<file path="config.mk">
export PLATFORM = sky130hd
export DESIGN_NAME = pulse_train_gen
export DESIGN_NICKNAME = d
export VERILOG_FILES = /design/src/rtl/pulse_train_gen.sv
export SDC_FILE = /design/constraint.sdc
export NUM_CORES = 1
export LEC_CHECK = 0
export CAP_MARGIN = 0
export CORE_ASPECT_RATIO = 1.2
export CORE_MARGIN = 8
export CORE_UTILIZATION = 58
export CTS_CLUSTER_DIAMETER = 120
export DETAILED_ROUTE_END_ITERATION = 8
export GPL_TIMING_DRIVEN = 0
export PLACE_DENSITY = 0.81
export SLEW_MARGIN = 20
export SYNTH_ARGS = -nofsm -noshare
export SYNTH_HDL_FRONTEND = slang
export SYNTH_SLANG_ARGS = --single-unit
</file>
<file path="constraint.sdc">
create_clock -name clk -period 3.88 [get_ports clk]
set_input_delay 0.776 -clock clk [delete_from_list [all_inputs] [get_ports clk]]
set_output_delay 0.776 -clock clk [all_outputs]
set_load 0.03 [all_outputs]
</file>
<file path="src/rtl/pulse_train_gen.sv">
// Pulse train generator: bursts of count pulses (0 = continuous), period/width latched at start.
// Define PULSE_TRAIN_GEN_ERR_EN to reject bad settings with an err strobe instead of clamping.
module pulse_train_gen #(
    parameter int PERIOD_W = 8,
    parameter int CNT_W    = 4
) (
    input  logic                clk,
    input  logic                rst,
    input  logic                start,
    input  logic                stop,
    input  logic [PERIOD_W-1:0] period,
    input  logic [PERIOD_W-1:0] width,
    input  logic [CNT_W-1:0]    count,
    output logic                pulse,
    output logic                busy,
    output logic                done,
`ifdef PULSE_TRAIN_GEN_ERR_EN
    output logic                err,
`endif
    output logic [CNT_W-1:0]    pulses_sent
);

    typedef enum logic [1:0] {
        S_IDLE,
        S_HIGH,
        S_LOW,
        S_DONE
    } state_t;

    localparam logic [PERIOD_W-1:0] ONE = PERIOD_W'(1);
    localparam logic [PERIOD_W-1:0] TWO = PERIOD_W'(2);

    state_t              state_q, state_d;
    logic [PERIOD_W-1:0] per_q, per_d;
    logic [PERIOD_W-1:0] wid_q, wid_d;
    logic [CNT_W-1:0]    num_q, num_d;
    logic [PERIOD_W-1:0] cnt_q, cnt_d;
    logic [CNT_W-1:0]    sent_q, sent_d;
    logic                pulse_q, pulse_d;
    logic                busy_q, busy_d;
    logic                done_q, done_d;

    logic [PERIOD_W-1:0] p_eff;
    logic [PERIOD_W-1:0] w_eff;
    logic [PERIOD_W-1:0] low_len;
    logic [CNT_W-1:0]    sent_inc;
    logic                accept;

`ifdef PULSE_TRAIN_GEN_ERR_EN
    logic err_q, err_d;
    logic bad;
    assign bad    = (period < TWO) || (width == '0) || (width >= period);
    assign accept = start && !stop && !bad;
    assign err    = err_q;
`else
    assign accept = start && !stop;
`endif

    // Clamp so every accepted train has at least one HIGH and one LOW cycle.
    assign p_eff    = (period < TWO) ? TWO : period;
    assign w_eff    = (width == '0) ? ONE :
                      (width >= p_eff) ? (p_eff - ONE) : width;
    assign low_len  = per_q - wid_q;
    assign sent_inc = sent_q + 1'b1;

    always_ff @(posedge clk or negedge rst) begin
        if (!rst) begin
            state_q <= S_IDLE;
            per_q   <= '0;
            wid_q   <= '0;
            num_q   <= '0;
            cnt_q   <= '0;
            sent_q  <= '0;
            pulse_q <= 1'b0;
            busy_q  <= 1'b0;
            done_q  <= 1'b0;
`ifdef PULSE_TRAIN_GEN_ERR_EN
            err_q   <= 1'b0;
`endif
        end else begin
            state_q <= state_d;
            per_q   <= per_d;
            wid_q   <= wid_d;
            num_q   <= num_d;
            cnt_q   <= cnt_d;
            sent_q  <= sent_d;
            pulse_q <= pulse_d;
            busy_q  <= busy_d;
            done_q  <= done_d;
`ifdef PULSE_TRAIN_GEN_ERR_EN
            err_q   <= err_d;
`endif
        end
    end

    always_comb begin
        state_d = state_q;
        per_d   = per_q;
        wid_d   = wid_q;
        num_d   = num_q;
        cnt_d   = cnt_q;
        sent_d  = sent_q;
        unique case (state_q)
            S_IDLE: begin
                if (accept) begin
                    state_d = S_HIGH;
                    per_d   = p_eff;
                    wid_d   = w_eff;
                    num_d   = count;
                    cnt_d   = '0;
                    sent_d  = '0;
                end
            end
            S_HIGH: begin
                if (stop) begin
                    state_d = S_IDLE;
                end else if (cnt_q == wid_q - ONE) begin
                    state_d = S_LOW;
                    cnt_d   = '0;
                end else begin
                    cnt_d = cnt_q + ONE;
                end
            end
            S_LOW: begin
                if (stop) begin
                    state_d = S_IDLE;
                end else if (cnt_q == low_len - ONE) begin
                    cnt_d   = '0;
                    sent_d  = sent_inc;
                    state_d = (num_q != '0 && sent_inc == num_q) ? S_DONE : S_HIGH;
                end else begin
                    cnt_d = cnt_q + ONE;
                end
            end
            S_DONE: state_d = S_IDLE;
            default: state_d = S_IDLE;
        endcase
    end

    // Outputs are registered from the next state so they line up with it.
    always_comb begin
        pulse_d = (state_d == S_HIGH);
        busy_d  = (state_d == S_HIGH) || (state_d == S_LOW);
        done_d  = (state_d == S_DONE);
`ifdef PULSE_TRAIN_GEN_ERR_EN
        err_d   = (state_q == S_IDLE) && start && !stop && bad;
`endif
    end

    assign pulse       = pulse_q;
    assign busy        = busy_q;
    assign done        = done_q;
    assign pulses_sent = sent_q;

endmodule

</file>
==> results.yml, run 1 <==
outcome:
  status: "completed"
clock_network:
  cts.sinks: 37
  clockBufferDepth: 2
  cts_buffers: 5
  cts-root-buf: "clkbuf_8"
  cts.clk_slew.worst_paths_ps: 80
  cts_tree: "yes"
  cts-htree-levels: 2
  holdBufCountCts: 0
  worstSkewPairLatency_ps: 290
die:
  ios: 31
  die-area_sq_um: 7671
  die_h_um: 94.36
  fp.dieW_um: 81.30
  initial_utilization_pct: 60.08
  core.rowCount: 28
  core_sq_um: 4940
detailed_routing:
  wl_per_cell_um: 16.42
  drt_iter0_drc: 129
  drtPass1Iterations: 4
  route.detailed.drc: 0
  vias: 2590
  via_per_inst: 5.954
  totalWireLength_um: 7141
  final_antenna_net_count: 0
timing:
  min_period_over_period_pct: 92.90
  max_slew_margin_pct: 61.29
  fmax_ghz: 0.2774
  rsz0062_at_grt: "no"
  holdWs_ps: 425.9
  layout_min_cycle_time_ps: 3604
  finalClockSkew_ps: 5.773
  worst_slew_pin_slew_ps: 577.9
  hold_viol_final: 0
  finalSetupViolCount: 0
  slew_viol_final: 0
  tns_ps: 0
yosys:
  synth_commonest_cells: "44 x nand2_1, 37 x dfrtp_1, 26 x inv_1"
  synth-seq-cells: 37
  ys.flop_type: "dfrtp_1"
  synthAdderAreaFrac_pct: 10.79
  synth-xor-area-share_pct: 9.106
  synth_top_area_share_pct: 31.20
  syn_area_per_cell_sq_um: 8.939
  synth_edf_count: 0
  synth_area_leader_cell: "dfrtp_1"
  synth_area_leaders: "dfrtp_1 31%, ha_1 10%, xnor2_1 5.9%"
  synth-simple-area-share_pct: 20.11
  synthesis.area_sq_um: 2968
  syn_nets: 381
  synth_top_family_by_area: "simple AND/OR/NAND/NOR gates"
  ys_seq_area_share_pct: 31.20
  yosys_warnings: 0
  synth_compound_area_share_pct: 19.14
  async_flop_share_pct: 100.0
  synthMuxAreaShare_pct: 4.806
  yosysMostFrequentCell: "nand2_1"
  syn_inst: 332
  synth_cell_types: 69
critical_path:
  cp-start-kind: "input pin"
  path_max_fanout: 4
  worstPathRequired_ps: 4100
  cp_data_arrival_time_ps: 3820
  crit_type: "input pin to flop"
  critPathCaptureType: "flop"
  r2r_slack_ps: 570
  reg2regPathDepth: 12
cells_and_area:
  regArea_sq_um: 925.9
  layout-drive-gt1-share_pct: 12.80
  fillCellCount: 382
  multi_input_area_sq_um: 1932
  nets: 423
  final_area_sq_um: 3532
  antennaDiodeCount: 0
  stdcell_count: 435
  syn_to_final_growth_pct: 19.01
worst_hold_path:
  hold_path_class: "input pin to async pin"
placed_design:
  dp_cells: 423
  hpwl_um: 5597
  port_buffers: 30
  dpl-instance-area_sq_um: 3366
  gp_congestion: 0.8670
job:
  cap_violations: 0
power:
  total_leakage_power_nw: 1.573
  switching_power_mw: 1.137
  power_mw: 2.437
  peakVddDrop_uv: 362.4
  powerDensity_nw_per_um2: 690.0
  p_int_mw: 1.300
  swShare_pct: 46.66
  power_frac_clock_pct: 11.1
  p_seq_share_pct: 26.4
  power_frac_comb_pct: 62.5
global_route:
  grt_pass1_wl_um: 12040
  grt_util_all_layers_pct: 19.64
  grt_pass1_vias: 2690
  grt_max_degree: 21
  antenna_found_initial: 0
  overflow: 0
[worst paths after layout]
check / start / to
worst max-delay path: period[4] / wid_q[0]$_DFFE_PN0P_
worst min-delay path: rst / pulses_sent[1]$_DFFE_PN0P_
worst max register to register: wid_q[0]$_DFFE_PN0P_ / busy$_DFF_PN0_
worst min register to register: num_q[3]$_DFFE_PN0P_ / num_q[3]$_DFFE_PN0P_
max in group asynchronous: rst / wid_q[0]$_DFFE_PN0P_
min in group clk: num_q[3]$_DFFE_PN0P_ / num_q[3]$_DFFE_PN0P_
[state kept, by name (all words and copies together) (netlist names)]
register	cells
wid_q	8
cnt_q	8
busy	1
per_q	8
done	1
pulses_sent	4
num_q	4
state_q	2
pulse	1
[metal layers]
| layer | part of all wire, % | up-vias | GRT usage [%] | wire length (um) |
|---|---|---|---|---|
| met5 | 0 | - | 0 | 0 |
| met4 | 3.5 | 0 | 10.60 | 249 |
| met3 | 3.9 | 19 | 3.707 | 276 |
| met2 | 52 | 81 | 34.62 | 3749 |
| met1 | 40 | 1237 | 21.48 | 2865 |
| li1 | - | 1253 | - | - |
[through the flow]
stage,setup slack [ps],util [%]
3_3_place_gp,-453.5,67.68
5_1_grt,146.0,71.50
3_5_place_dp,-458.8,68.14
2_1_floorplan,358.9,-
6_report,275.5,71.50
4_1_cts,21.63,70.42
[logic make-up (layout without fill, tap and decap cells)]
| group | after synthesis | count (layout) |
|---|---|---|
| adders and majority gates | 25 | 25 |
| DFF | 37 | 37 |
| AOI/OAI and AO/OA | 72 | 72 |
| and+or+nand+nor | 117 | 117 |
| xor gates and xnor gates | 30 | 30 |
| muxes | 14 | 14 |
| buffers and inverters | 37 | 80 |
[power by group through the flow]
stage               clock network, mW  logic [mW]  registers (mW)
CTS                             0.277        1.51           0.643
global placement                    0        1.44           0.642
global route                    0.292        1.66           0.664
floorplan                           0        1.19           0.633
detailed placement                  0        1.49           0.650
finish                          0.270        1.52           0.643
[layout make-up]
type,count,share of cell area (%)
flip-flops and latches,37,26.21
multi-input cells,258,54.69
inverters,26,2.763
plain buffers,11,1.488
clock inverters,3,0.6376
well taps,60,2.125
clock buffers,5,1.948
repair buffers,35,10.13
[critical path, cell delays in order]
cell and delay (ps):
dlymetal6s2s_1 150, or3_4 390, or3_4 410, o31ai_4 250, inv_1 90, ha_1 260, nand2b_1 140, a21o_1 180
a21oi_2 140, o21ai_2 80, o41a_1 420, buf_2 190, mux2i_1 170, a2bb2oi_1 160
[placed cells by master, fill, tap and decap left out, types with 4 or more instances in the layout]
cell,Yosys,final
a21oi_1,5,4
buf_2,3,4
clkbuf_1,6,6
clkbuf_8,0,5
clkdlybuf4s50_1,0,26
dfrtp_1,37,37
ha_1,24,24
inv_1,26,26
mux2i_1,12,12
nand2_1,44,44
nand2b_1,4,4
nand3_1,8,8
nor2_1,20,20
nor3_1,8,8
o211ai_1,6,6
o21ai_0,19,18
o21ai_1,4,4
o22ai_1,5,5
or2_2,5,5
xnor2_1,20,20
xor2_1,9,9
[repair_timing]
| item | in CTS | in global routing |
|---|---|---|
| gates cloned | 0 | 1 |
| buffers inserted | 0 | 3 |
| pin swaps | 0 | 5 |
| setup endpoints to repair | 8 | 8 |
| gates resized for setup | 5 | 7 |
No activity file was read; power rests on OpenSTA's default activity.
==> run 2, diff against run 1 <==
- REMOVE_ABC_BUFFERS: unset -> 1
==> run 2 against run 1 <==
Against the previous run:
- clock-buffer cell count is 1 higher
- global-route usage is 0.58 points lower
- maximum frequency is 2.6% lower
- via count is 4.9% lower
- first-iteration DRC count is 3.1% higher
- register-to-register slack better by 110 ps
- critical endpoint is now wid_q[1]$_DFFE_PN0P_
- worst setup slack worse by 95 ps
- flip-flop and latch count stayed put
- total power is 0.94% lower
- highest routed layer unchanged
==> results.yml, run 2 (same netlist as run 1, synthesis figures left out) <==
timing:
  layout_min_cycle_time_ps: 3699
  fmax_ghz: 0.2703
  worst_slew_pin_slew_ps: 1057
  finalClockSkew_ps: 10.32
  fin_ws_ps: 180.9
  max_slew_margin_pct: 29.30
  holdWs_ps: 396.8
  slew_viol_final: 0
  hold_viol_final: 0
  finalSetupViolCount: 0
  min_period_over_period_pct: 95.34
  rsz0062_at_grt: "no"
placed_design:
  gp_congestion: 0.8959
  hpwl_um: 5253
  dpl-instance-area_sq_um: 3319
  dp_slack_ps: -590.1
  port_buffers: 30
clock_network:
  cts_buffers: 5
  cts.clk_slew.worst_paths_ps: 80
  holdBufCountCts: 0
  cts-root-buf: "clkbuf_8"
  cts.sinks: 37
  cts-htree-levels: 2
  worstSkewPairLatency_ps: 290
  cts_tree: "yes"
  clockBufferDepth: 2
critical_path:
  worstPathRequired_ps: 4080
  r2r_end: "busy$_DFF_PN0_"
  critPathCaptureType: "flop"
  path_max_fanout: 5
  r2r-start: "wid_q[0]$_DFFE_PN0P_"
  crit_type: "input pin to flop"
  cp_data_arrival_time_ps: 3900
  reg2regPathDepth: 12
  cp-start-kind: "input pin"
  r2r_slack_ps: 680
power:
  swShare_pct: 45.83
  p_int_mw: 1.308
  power_frac_comb_pct: 61.5
  p_seq_share_pct: 26.8
  power_frac_clock_pct: 11.7
  peakVddDrop_uv: 310.3
  powerDensity_nw_per_um2: 693.8
  total_leakage_power_nw: 1.527
  switching_power_mw: 1.106
die:
  ios: 31
  die-area_sq_um: 7671
  die_h_um: 94.36
  fp.dieW_um: 81.30
  core_sq_um: 4940
  core.rowCount: 28
  initial_utilization_pct: 60.08
cells_and_area:
  nets: 410
  syn_to_final_growth_pct: 17.24
  mostFrequentLayoutCells: "44 x nand2_1, 37 x dfrtp_1, 27 x clkdlybuf4s50_1"
  mostFrequentLayoutCell: "nand2_1"
  antennaDiodeCount: 0
  layout-drive-gt1-share_pct: 11.63
  reg_top3: "cnt_q x8, per_q x8, wid_q x8"
  fillCellCount: 391
  final_area_sq_um: 3480
  regArea_sq_um: 925.9
  multi_input_area_sq_um: 1959
detailed_routing:
  drtPass1Iterations: 4
  vias: 2462
  via_per_inst: 5.848
  route.detailed.drc: 0
  totalWireLength_um: 6731
  drt_iter0_drc: 133
  wl_per_cell_um: 15.99
  final_antenna_net_count: 0
global_route:
  grt_max_degree: 24
  grt_util_all_layers_pct: 19.05
  grt_pass1_wl_um: 11600
  antenna_found_initial: 0
  grt_pass1_vias: 2495
  overflow: 0
job:
  cap_violations: 0
worst_hold_path:
  hold_path_class: "input pin to async pin"
outcome:
  status: "completed"
## run 2: cell count changes in the layout (fill, tap and decap cells not counted), moves of 2 or more
cell            change
clkbuf_1            -6
clkinvlp_4          -2
buf_2               -3
dlymetal6s2s_1      -2
buf_4               -2
## run 2: how the worst max path moves through the flow
stage,to,depth (start not counted),startpoint
floorplan,wid_q[1]$_DFFE_PN0P_,12,period[4]
global placement,wid_q[1]$_DFFE_PN0P_,13,period[4]
detailed placement,wid_q[1]$_DFFE_PN0P_,13,period[4]
CTS,wid_q[1]$_DFFE_PN0P_,13,period[2]
global route,wid_q[1]$_DFFE_PN0P_,13,period[3]
finish,wid_q[1]$_DFFE_PN0P_,13,period[3]
## run 2: worst max-delay path, cell delays in order
cell and delay [ps]:
clkdlybuf4s50_1 420, or3_4 390, or3_4 360, o31ai_4 220
inv_1 90, ha_1 260, nand2b_1 140, a21o_1 180
a21oi_2 150, o21ai_2 100, o41a_4 420, and2_0 190
o32ai_2 190
## run 2: area by class of cell
cell class	count	share of cell area, %
clock buffer	6	2.373
clock inverter	1	0.2157
inverter	26	2.805
multi-input combinational	259	56.31
sequential	37	26.61
tap	60	2.157
timing repair buffer	32	9.529
## run 2: layer usage
metal | track usage (%) | share of wire (%) | vias to the layer above | wire (um)
met3 | 3.517 | 3.8 | 12 | 254
met2 | 33.16 | 52 | 48 | 3494
met5 | 0 | 0 | - | 0
met1 | 22.36 | 42 | 1177 | 2842
met4 | 7.463 | 2.1 | 0 | 140
li1 | - | - | 1225 | -
## run 2: repair_timing
action	CTS	global route
buffers inserted	1	0
gates cloned	1	0
pin swaps	2	3
resized for setup	9	2
endpoints found under the setup margin	8	8
## run 2: power by group through the flow
| stage | Combinational, mW | Sequential (mW) | Clock (mW) |
|---|---|---|---|
| after floorplan | 1.17 | 0.640 | 0 |
| after global placement | 1.40 | 0.651 | 0 |
| after detailed placement | 1.46 | 0.656 | 0 |
| after CTS | 1.48 | 0.649 | 0.287 |
| after global routing | 1.63 | 0.666 | 0.300 |
| final | 1.48 | 0.648 | 0.283 |
## run 2: through the flow
step	TNS (ps)	std cells	util, %	total power, mW
2_1_floorplan	0	321	-	1.811
3_3_place_gp	-4155	411	66.74	2.053
3_5_place_dp	-4230	412	67.20	2.120
4_1_cts	0	421	70.11	2.419
5_1_grt	0	421	70.44	2.598
6_report	0	421	70.44	2.414
==> run 3, diff against run 2 <==
- PLACE_DENSITY: 0.81 -> 0.79
==> run 3 against run 2 <==
Against the previous run:
- total power shrank 0.90%
- non-clock buffer count stayed put
- global-route usage is 0.41 points lower
- register-to-register slack got worse by 30 ps
- combinational power about the same
- clock skew is 2.2 ps lower
- die area unchanged
- critical path type unchanged
==> results.yml, run 3 (same netlist as run 1, synthesis figures left out) <==
outcome:
  status: "completed"
critical_path:
  max_stage_delay_ps: 420
  path_max_fanout: 5
  critPathCaptureType: "flop"
  cp_common_cell: "or3_4"
  cp-start-kind: "input pin"
  cp_data_arrival_time_ps: 3910
  worstPathRequired_ps: 4070
  crit_chain: "clkdlybuf4s50_1 > or3_4 > or3_4 > o31ai_4 > inv_1 > ha_1 > nand2b_1 > a21o_1 > a21oi_2 > o21ai_2 > o41a_4 > and2_0 > o32ai_1"
  cpMaxStageDelayCell: "clkdlybuf4s50_1"
  crit_type: "input pin to flop"
global_route:
  antenna_found_initial: 0
  grt_max_degree: 23
  overflow: 0
  grt_util_all_layers_pct: 18.65
  grt_pass1_vias: 2612
  grt_pass1_wl_um: 11610
detailed_routing:
  drt_iter0_drc: 164
  drtPass1Iterations: 4
  via_per_inst: 5.810
  vias: 2446
  route.detailed.drc: 0
  final_antenna_net_count: 0
  wl_per_cell_um: 15.79
  totalWireLength_um: 6647
timing:
  worst_slew_pin_slew_ps: 985.1
  rsz0062_at_grt: "no"
  fin_ws_ps: 161.0
  slew_viol_final: 0
  max_slew_margin_pct: 34.08
  holdWs_ps: 426.5
  layout_min_cycle_time_ps: 3719
  hold_viol_final: 0
  fmax_ghz: 0.2689
  min_period_over_period_pct: 95.85
  finalClockSkew_ps: 8.090
  finalSetupViolCount: 0
clock_network:
  cts.sinks: 37
  cts_buffers: 5
  cts-htree-levels: 2
  worstSkewPairLatency_ps: 290
  cts-root-buf: "clkbuf_8"
  cts.clk_slew.worst_paths_ps: 70
  holdBufCountCts: 0
  cts_tree: "yes"
  clockBufferDepth: 2
power:
  swShare_pct: 45.51
  power_frac_clock_pct: 11.6
  total_leakage_power_nw: 1.524
  p_int_mw: 1.304
  peakVddDrop_uv: 321.1
  powerDensity_nw_per_um2: 689.1
  switching_power_mw: 1.089
  p_seq_share_pct: 27.1
  power_frac_comb_pct: 61.3
die:
  ios: 31
  core_sq_um: 4940
  initial_utilization_pct: 60.08
  die_h_um: 94.36
  die-area_sq_um: 7671
  core.rowCount: 28
  fp.dieW_um: 81.30
placed_design:
  gp_congestion: 0.8641
  port_buffers: 30
  dp_slack_ps: -596.5
  hpwl_um: 5100
cells_and_area:
  nets: 410
  mostFrequentLayoutCells: "44 x nand2_1, 37 x dfrtp_1, 27 x clkdlybuf4s50_1"
  antennaDiodeCount: 0
  reg_top3: "cnt_q x8, per_q x8, wid_q x8"
  fillCellCount: 391
  layout-drive-gt1-share_pct: 11.36
  mostFrequentLayoutCell: "nand2_1"
  syn_to_final_growth_pct: 16.99
  final_core_util_pct: 70.29
worst_hold_path:
  hold_path_class: "input pin to async pin"
job:
  cap_violations: 0
[run 3: power groups by stage]
stage | clock network [mW] | registers, mW | logic, mW
CTS | 0.283 | 0.648 | 1.46
global placement | 0 | 0.650 | 1.41
floorplan | 0 | 0.640 | 1.17
detailed placement | 0 | 0.655 | 1.44
global route | 0.299 | 0.668 | 1.60
finish | 0.277 | 0.649 | 1.47
[run 3: stage by stage]
stage	cell area, sq um	instances	total power [mW]	TNS [ps]
floorplan	2922	321	1.811	0
CTS	3463	421	2.394	0
detailed placement	3319	412	2.099	-4358
global placement	3297	411	2.056	-4270
finish	3472	421	2.393	0
global route	3472	421	2.565	0
[run 3: worst paths after layout]
check | endpoint | from | slack [ps] | cells past startpoint
max | wid_q[1]$_DFFE_PN0P_ | period[3] | 160 | 13
min | wid_q[0]$_DFFE_PN0P_ | rst | 430 | 1
max reg2reg | busy$_DFF_PN0_ | wid_q[0]$_DFFE_PN0P_ | 650 | 12
min reg2reg | per_q[4]$_DFFE_PN0P_ | per_q[4]$_DFFE_PN0P_ | 490 | 2
max in group asynchronous | cnt_q[5]$_DFFE_PN0P_ | rst | 3000 | 2
min in group clk | per_q[4]$_DFFE_PN0P_ | per_q[4]$_DFFE_PN0P_ | 490 | 2
[run 3: worst max-delay path, delay by kind of cell]
kind	cells	cell delay, ps
buf+inv	2	510
compound gates	6	1290
simple gates	4	1060
fa+ha+maj	1	260
[run 3: repair_timing]
| item | CTS | global route |
|---|---|---|
| pin swaps | 3 | 3 |
| gates resized for setup | 9 | 1 |
| cloned | 1 | 0 |
| endpoints found under the setup margin | 8 | 8 |
| setup buffers | 1 | 0 |
[run 3: cell type report]
class | count | area, sq um | share of cell area (%)
clock buffers | 6 | 82.58 | 2.378
well taps | 60 | 75.07 | 2.162
inverters | 26 | 97.59 | 2.811
multi-input cells | 259 | 1952 | 56.22
repair buffers | 32 | 331.6 | 9.550
flip-flops and latches | 37 | 925.9 | 26.67
clock inverters | 1 | 7.507 | 0.2162
[run 3: metal layers]
layer | part of all wire (%) | routed length [um] | global-route usage [%] | vias up
met2 | 51 | 3382 | 33.16 | 49
met1 | 43 | 2875 | 21.50 | 1153
met5 | 0 | 0 | 0 | -
li1 | - | - | - | 1228
met3 | 3.0 | 202 | 2.471 | 16
met4 | 2.8 | 186 | 8.209 | 0
